==> src/rtl/fu_result_buffer.sv <==
// fu_result_buffer: CDB transmit buffer for one functional unit.
// Completed results {value, tag, mis_predict, target_pc} queue in a small FIFO.
// The oldest entry is offered to the CDB arbiter. It retires only in the cycle
// the arbiter selects this FU, so results that lose arbitration are kept.
// Optional macro FU_RESULT_BYPASS_EN: when the buffer is empty, an incoming
// result is presented combinationally. If it is granted in that same cycle it
// is never written, which gives zero-cycle latency.
module fu_result_buffer #(
    parameter int DEPTH       = 4,
    parameter int FU_ID       = 0,
    parameter int XLEN        = 32,
    parameter int ROB_TAG_LEN = 5
) (
    input  logic                         clock,
    input  logic                         reset,
    input  logic                         squash,
    input  logic                         in_valid,
    input  logic [XLEN-1:0]              in_value,
    input  logic [ROB_TAG_LEN-1:0]       in_tag,
    input  logic                         in_mis_predict,
    input  logic [XLEN-1:0]              in_target_pc,
    output logic                         in_ready,
    input  logic                         cdb_enable,
    input  logic [1:0]                   cdb_select,
    output logic                         out_ready,
    output logic [XLEN-1:0]              out_value,
    output logic [ROB_TAG_LEN-1:0]       out_tag,
    output logic                         out_mis_predict,
    output logic [XLEN-1:0]              out_target_pc,
    output logic [$clog2(DEPTH+1)-1:0]   count
);

    localparam int PTR_W = $clog2(DEPTH);
    localparam int CNT_W = $clog2(DEPTH + 1);
    localparam logic [CNT_W-1:0] FULL_COUNT = CNT_W'(DEPTH);

    logic [XLEN-1:0]        value_mem_q [DEPTH];
    logic [ROB_TAG_LEN-1:0] tag_mem_q   [DEPTH];
    logic                   mp_mem_q    [DEPTH];
    logic [XLEN-1:0]        pc_mem_q    [DEPTH];

    logic [PTR_W-1:0] head_q, head_d;
    logic [PTR_W-1:0] tail_q, tail_d;
    logic [CNT_W-1:0] count_q, count_d;

    logic stored_valid;
    logic push;
    logic grant;
    logic wr_en;
    logic rd_en;

    // in_ready comes only from the registered count, so the arbiter's select
    // never feeds back into the FU's stall signal.
    assign stored_valid = (count_q != '0);
    assign in_ready     = (count_q != FULL_COUNT);
    assign push         = in_valid && in_ready;
    assign count        = count_q;

`ifdef FU_RESULT_BYPASS_EN
    logic bypass;
    assign bypass = !stored_valid && in_valid && !squash;
`endif

    // Present the head entry; zeros when empty (or the live input in bypass mode).
    always_comb begin
        out_ready       = 1'b0;
        out_value       = '0;
        out_tag         = '0;
        out_mis_predict = 1'b0;
        out_target_pc   = '0;
        if (stored_valid) begin
            out_ready       = 1'b1;
            out_value       = value_mem_q[head_q];
            out_tag         = tag_mem_q[head_q];
            out_mis_predict = mp_mem_q[head_q];
            out_target_pc   = pc_mem_q[head_q];
        end
`ifdef FU_RESULT_BYPASS_EN
        else if (bypass) begin
            out_ready       = 1'b1;
            out_value       = in_value;
            out_tag         = in_tag;
            out_mis_predict = in_mis_predict;
            out_target_pc   = in_target_pc;
        end
`endif
    end

    assign grant = cdb_enable && (cdb_select == 2'(FU_ID)) && out_ready;

`ifdef FU_RESULT_BYPASS_EN
    // A bypassed result that is granted immediately never touches storage.
    assign wr_en = push && !(bypass && grant);
`else
    assign wr_en = push;
`endif
    assign rd_en = grant && stored_valid;

    // Next pointers and occupancy; squash empties the buffer and drops any
    // same-cycle push and pop.
    always_comb begin
        head_d  = head_q;
        tail_d  = tail_q;
        count_d = count_q;
        if (squash) begin
            head_d  = '0;
            tail_d  = '0;
            count_d = '0;
        end else begin
            if (wr_en) tail_d = tail_q + PTR_W'(1);
            if (rd_en) head_d = head_q + PTR_W'(1);
            case ({wr_en, rd_en})
                2'b10:   count_d = count_q + CNT_W'(1);
                2'b01:   count_d = count_q - CNT_W'(1);
                default: count_d = count_q;
            endcase
        end
    end

    // Pointer and occupancy registers.
    always_ff @(posedge clock) begin
        if (reset) begin
            head_q  <= '0;
            tail_q  <= '0;
            count_q <= '0;
        end else begin
            head_q  <= head_d;
            tail_q  <= tail_d;
            count_q <= count_d;
        end
    end

    // Entry storage; contents are only observed while count covers them.
    always_ff @(posedge clock) begin
        if (wr_en && !squash && !reset) begin
            value_mem_q[tail_q] <= in_value;
            tag_mem_q[tail_q]   <= in_tag;
            mp_mem_q[tail_q]    <= in_mis_predict;
            pc_mem_q[tail_q]    <= in_target_pc;
        end
    end

endmodule
==> config.mk <==
export PLATFORM = sky130hd
export DESIGN_NAME = fu_result_buffer
export DESIGN_NICKNAME = d
export VERILOG_FILES = /design/src/rtl/fu_result_buffer.sv
export SDC_FILE = /design/constraint.sdc
export NUM_CORES = 1
export LEC_CHECK = 0
export ABC_AREA = 1
export CAP_MARGIN = 20
export CORE_MARGIN = 2
export CORE_UTILIZATION = 49
export DETAILED_ROUTE_END_ITERATION = 8
export PLACE_DENSITY_LB_ADDON = 0.25
export SKIP_LAST_GASP = 1
export SYNTH_ARGS = -nofsm -noshare
export SYNTH_HDL_FRONTEND = slang
export SYNTH_SLANG_ARGS = --single-unit
==> constraint.sdc <==
create_clock -name clock -period 5.1 [get_ports clock]
set_clock_uncertainty 0.2 [all_clocks]
set_input_delay 1.02 -clock clock [delete_from_list [all_inputs] [get_ports clock]]
set_output_delay 1.02 -clock clock [all_outputs]
set_load 0.01 [all_outputs]
Yosys cells after proc, flatten, opt, wreduce, memory -nomap -nowiden
Memory sizes are Yosys's and may differ from the RTL's. A register that Yosys moved wholly into a read port is not among the register bits. Cells that the tools add are included.

Register bits after elaboration: 7. Word-level logic and storage cells: 42. Memories kept: 4. Output and inout port bits: 75. RAM bits: 280. Input bits: 77.

Reduce and logical (&&, ||, !) cells: 12. Mux-type cells: 16. Add/subtract/negate cells: 4. Equality and inequality tests: 3.

Memories: pc_mem_q (depth 4, width 32, rd ports 1, clocked after memory_dff 1, wr ports 1, line 40) `logic [XLEN-1:0] pc_mem_q [DEPTH];`; value_mem_q (depth 4, width 32, rd ports 1, clocked after memory_dff 1, wr ports 1, line 37) `logic [XLEN-1:0] value_mem_q [DEPTH];`; tag_mem_q (depth 4, width 5, rd ports 1, clocked after memory_dff 1, wr ports 1, line 38) `logic [ROB_TAG_LEN-1:0] tag_mem_q [DEPTH];`; mp_mem_q (depth 4, width 1, rd ports 1, clocked after memory_dff 1, wr ports 1, line 39) `logic mp_mem_q [DEPTH];`.

Operators with widths (number): two-way mux 32 bit (2); two-way mux 2 bit (8); logical AND 1 bit (6); one-hot mux 3 bit (2 select lines) (1); two-way mux 5 bit (1); adder 2 x 1 -> 2 bit (second input constant) (2); two-way mux 1 bit (4); adder 3 x 1 -> 3 bit (second input constant) (1); inequality test 3 bit (second input constant) (1); nonzero test 3 bit (1); subtractor 3 x 1 -> 3 bit (second input constant) (1); equality test 2 x 1 -> 1 bit (second input constant) (1); equality test 2 bit (second input constant) (1); zero test 1 bit (2); zero test 2 bit (1); nonzero test 2 bit (1); OR reduction 2 bit (1).

Longest topological paths before layout
Depth after elaboration: 6. Mapped depth: 14. Gate-level depth less buffers: 14.

Worst setup path before layout
No wires, ideal clock.

Kind: input port to flip-flop. Start point: input squash. End point: memory mp_mem_q[0], enable pin. Setup time: 499 ps. Setup slack: 39 ps. Stages: 3. Arrival time: 4362 ps. Buffers on the path: 0. Cells stage by stage: nor2_1 > nand3_1 > nor2_1.

Cells in the longest elaborated chain, start to end: 5.

Ends and longest elaborated chain: from (decl) (line 16) `input logic squash,`; zero test 1 bit (line 135) `if (wr_en && !squash && !reset) begin`; logical AND 1 bit (2 in series) (line 135); two-way mux 1 bit (line 135); two-way mux 1 bit (implied by the code) (line 138) `mp_mem_q[tail_q] <= in_mis_predict;`; to (decl) (line 39).

No other way between the ends.

==> out/summary.json <==
{
  "h-tree-depth": {"value": 1},
  "synth_top_family_by_area": {"value": "simple AND/OR/NAND/NOR gates"},
  "wl_per_cell": {"value": 18.0, "unit": "um"},
  "drt_wl_total": {"value": 24300, "unit": "um"},
  "number_of_pins_exceeding_their_max_slew_limit_in_the_final_report": {"value": 0},
  "final-seq-area": {"value": 8590, "unit": "um^2"},
  "reg2reg_slack": {"value": 2560, "unit": "ps"},
  "maxCapViolations": {"value": 0},
  "viasPerCell": {"value": 5.38},
  "r2r_cells": {"value": 5},
  "synth_xor_area_share": {"value": 0, "unit": "%"},
  "timing_worst_slew_pin_value": {"value": 917, "unit": "ps"},
  "globalRouteTotalUtil": {"value": 19.6, "unit": "%"},
  "final.period_utilization": {"value": 83.0, "unit": "%"},
  "finalSetupViolCount": {"value": 0},
  "finalHoldViolCount": {"value": 0},
  "crit_arrival": {"value": 3020, "unit": "ps"},
  "cts_buffers": {"value": 30},
  "synthDominantCellAreaShare": {"value": 74.1, "unit": "%"},
  "routed-via-count": {"value": 7262},
  "largest_net_degree_at_the_start_of_global_routing": {"value": 79},
  "post-route-drc-count": {"value": 0},
  "rsz0062_at_grt": {"value": "no"},
  "critical_path.max_fanout": {"value": 49},
  "start_util": {"value": 49.9, "unit": "%"},
  "grt_overflow": {"value": 0},
  "synth.ff_latch_count": {"value": 289},
  "holdCritPathClass": {"value": "flop to flop"},
  "fmaxAchievable": {"value": 236, "unit": "MHz"},
  "core": {"value": 22700, "unit": "um^2"},
  "total_power": {"value": 4.93, "unit": "mW"},
  "place_hpwl": {"value": 13200, "unit": "um"},
  "final.setup.tns": {"value": 0, "unit": "ps"},
  "critical_path_class": {"value": "flop to primary output"},
  "area_delta_synth_final": {"value": 23.8, "unit": "%"},
  "cts_hold_repair.buffers": {"value": 0},
  "pwr_dens": {"value": 352, "unit": "nW/um^2"},
  "synthDominantAreaCellType": {"value": "edfxtp_1"},
  "gp_congestion": {"value": 0.729},
  "critPathLaunchType": {"value": "flop"},
  "multi_input_area": {"value": 2380, "unit": "um^2"},
  "cts_setup_buffers": {"value": 0},
  "die_y": {"value": 156, "unit": "um"},
  "synth_cell_types": {"value": 17},
  "detailedRoute.firstIterationViolations": {"value": 600},
  "fraction_of_final_layout_cells_sized_beyond_drive_strength_1": {"value": 5.63, "unit": "%"},
  "post_synthesis_cell_area": {"value": 11300, "unit": "um^2"},
  "synthAdderAreaFrac": {"value": 0.728, "unit": "%"},
  "regToRegEndpoint": {"value": "value_mem_q[0][20]"},
  "ys_seq_area_share": {"value": 75.7, "unit": "%"},
  "fin_crit": {"value": 4240, "unit": "ps"},
  "critPathCaptureType": {"value": "primary output"},
  "data_required_time_at_the_worst_endpoint": {"value": 3880, "unit": "ps"},
  "ys_top_cells_by_area": {"value": "edfxtp_1, nor2_1, o21ai_0"},
  "fp.dieArea": {"value": 24400, "unit": "um^2"},
  "yosys_most_used_dff": {"value": "edfxtp_1"},
  "synth-edff-count": {"value": 280},
  "leakage_power_figure": {"value": 4.72, "unit": "nW"},
  "grt_antenna_before_repair": {"value": 0},
  "worst_slew_margin_rel": {"value": 38.9, "unit": "%"},
  "clock_tree_from_tritoncts": {"value": "yes"},
  "ctsLongestPathBuffers": {"value": 3},
  "num_io_pins": {"value": 152},
  "hold_path_startpoint": {"value": "head_q[1]"},
  "post_synth.cell_area_avg": {"value": 12.6, "unit": "um^2"},
  "number_of_cells_produced_by_synthesis": {"value": 900},
  "outcome": {"value": "finished clean"},
  "rr_startpoint": {"value": "count[0]"},
  "ant_nets": {"value": 0},
  "number_of_global_route_vias_before_repair": {"value": 7043},
  "cts.clk_slew.worst_paths": {"value": 60, "unit": "ps"},
  "ys_async_sr_fraction": {"value": 0, "unit": "%"},
  "cts_resized": {"value": 0},
  "drt_pass1_iterations": {"value": 5},
  "postSynthNetCount": {"value": 983},
  "die_w": {"value": 156, "unit": "um"},
  "hold_crit_depth": {"value": 2},
  "synth_compound_area_share": {"value": 9.58, "unit": "%"},
  "synth.area.mux_share": {"value": 0, "unit": "%"},
  "port_buffers": {"value": 151},
  "grt_pass1_wl": {"value": 37200, "unit": "um"},
  "post_synth_and_or_nand_nor_area_fraction": {"value": 10.4, "unit": "%"},
  "clk_root_buffer_cell": {"value": "clkbuf_16"},
  "yosys_warnings": {"value": 0},
  "cts_sinks": {"value": 289},
  "diodes": {"value": 0},
  "clk-insertion-delay-late": {"value": 530, "unit": "ps"},
  "power.ir.vdd_worst": {"value": 0.303, "unit": "mV"},
  "design.final.nets": {"value": 1126},
  "placementRows": {"value": 55},
  "fillers": {"value": 1753}
}
synth_stat cells (9+ instances only):
cell type  instances
clkbuf_1          18
o21ai_0           91
buf_6             11
edfxtp_1         280
nand2_1           14
a21oi_1           75
inv_1             19
dfxtp_1            9
nor2_1           291
buf_2             14
o21ai_1           51
layer usage:
| layer | track usage [%] | wire, um |
|---|---|---|
| met1 | 27.0 | 10700 |
| met2 | 33.0 | 11700 |
| met3 | 3.03 | 1500 |
| met4 | 4.98 | 442 |
| met5 | 0 | 0 |
critical path, cell delays in order, from the launching register on:
cell	delay (ps)
dfxtp_4	710
buf_4	560
nor2_1	110
nor2_1	100
o21ai_0	100
a21oi_1	280
clkdlybuf4s50_1	590
flip-flops by register name (all words and copies together), names as in the netlist, named ones only:
signal and flops:
value_mem_q 128, count 3, head_q 2, pc_mem_q 128
mp_mem_q 4, tail_q 2, tag_mem_q 20
worst max path at each step:
| stage | startpoint | to | slack [ps] | cells after the start |
|---|---|---|---|---|
| after floorplan | squash | mp_mem_q[0] | 40 | 3 |
| after global placement | flop | out_target_pc[24] | 1390 | 5 |
| after detailed placement | flop | out_target_pc[24] | 1360 | 5 |
| after CTS | flop | out_target_pc[24] | 780 | 5 |
| after global routing | flop | out_value[26] | 660 | 5 |
| final | flop | out_target_pc[30] | 860 | 6 |
metrics by stage:
stage | worst slack, ps | utilization [%] | hold WS (ps) | instance area, um^2 | cells
final | 864 | 61.8 | 294 | 14000 | 1350
after global placement | 1390 | 57.8 | 282 | 13100 | 1296
after floorplan | 38.7 | - | 263 | 11300 | 900
after global routing | 664 | 61.8 | 326 | 14000 | 1350
after detailed placement | 1360 | 57.8 | 294 | 13100 | 1296
after CTS | 782 | 61.8 | 303 | 14000 | 1350
logic make-up after synthesis:
| group | count (synthesis) |
|---|---|
| simple gates | 313 |
| compound gates | 217 |
| buf+inv | 75 |
| fa+ha+maj | 6 |
| flops | 289 |
cells in the final DEF (no fill, tap or decap):
cell type,instances
a21oi_1,75
buf_12,7
buf_4,6
bufinv_16,2
clkbuf_1,6
clkbuf_16,31
clkdlybuf4s50_1,151
clkinv_1,10
clkinv_2,5
dfxtp_1,7
dfxtp_2,1
dfxtp_4,1
edfxtp_1,280
fa_1,1
ha_1,5
inv_1,19
inv_2,2
inv_4,1
nand2_1,14
nand3_1,8
nor2_1,287
nor2_4,4
o21ai_0,91
o21ai_1,51
layout make-up:
type | instances | share of cell area [%]
flip-flops and latches | 289 | 61.2
multi-input cells | 536 | 17.0
repair buffers | 164 | 12.1
clock buffers | 37 | 5.69
well taps | 285 | 2.54
clock inverters | 17 | 0.874
inverters | 22 | 0.606
report_power, final:
| group | leakage [nW] | internal (mW) | total [mW] | switching (mW) |
|---|---|---|---|---|
| Combinational | 1.67 | 0.131 | 0.270 | 0.138 |
| Clock | 0.453 | 1.20 | 2.03 | 0.831 |
| Sequential | 2.60 | 2.63 | 2.64 | 0.00698 |
(Power assumes the default switching activity.)
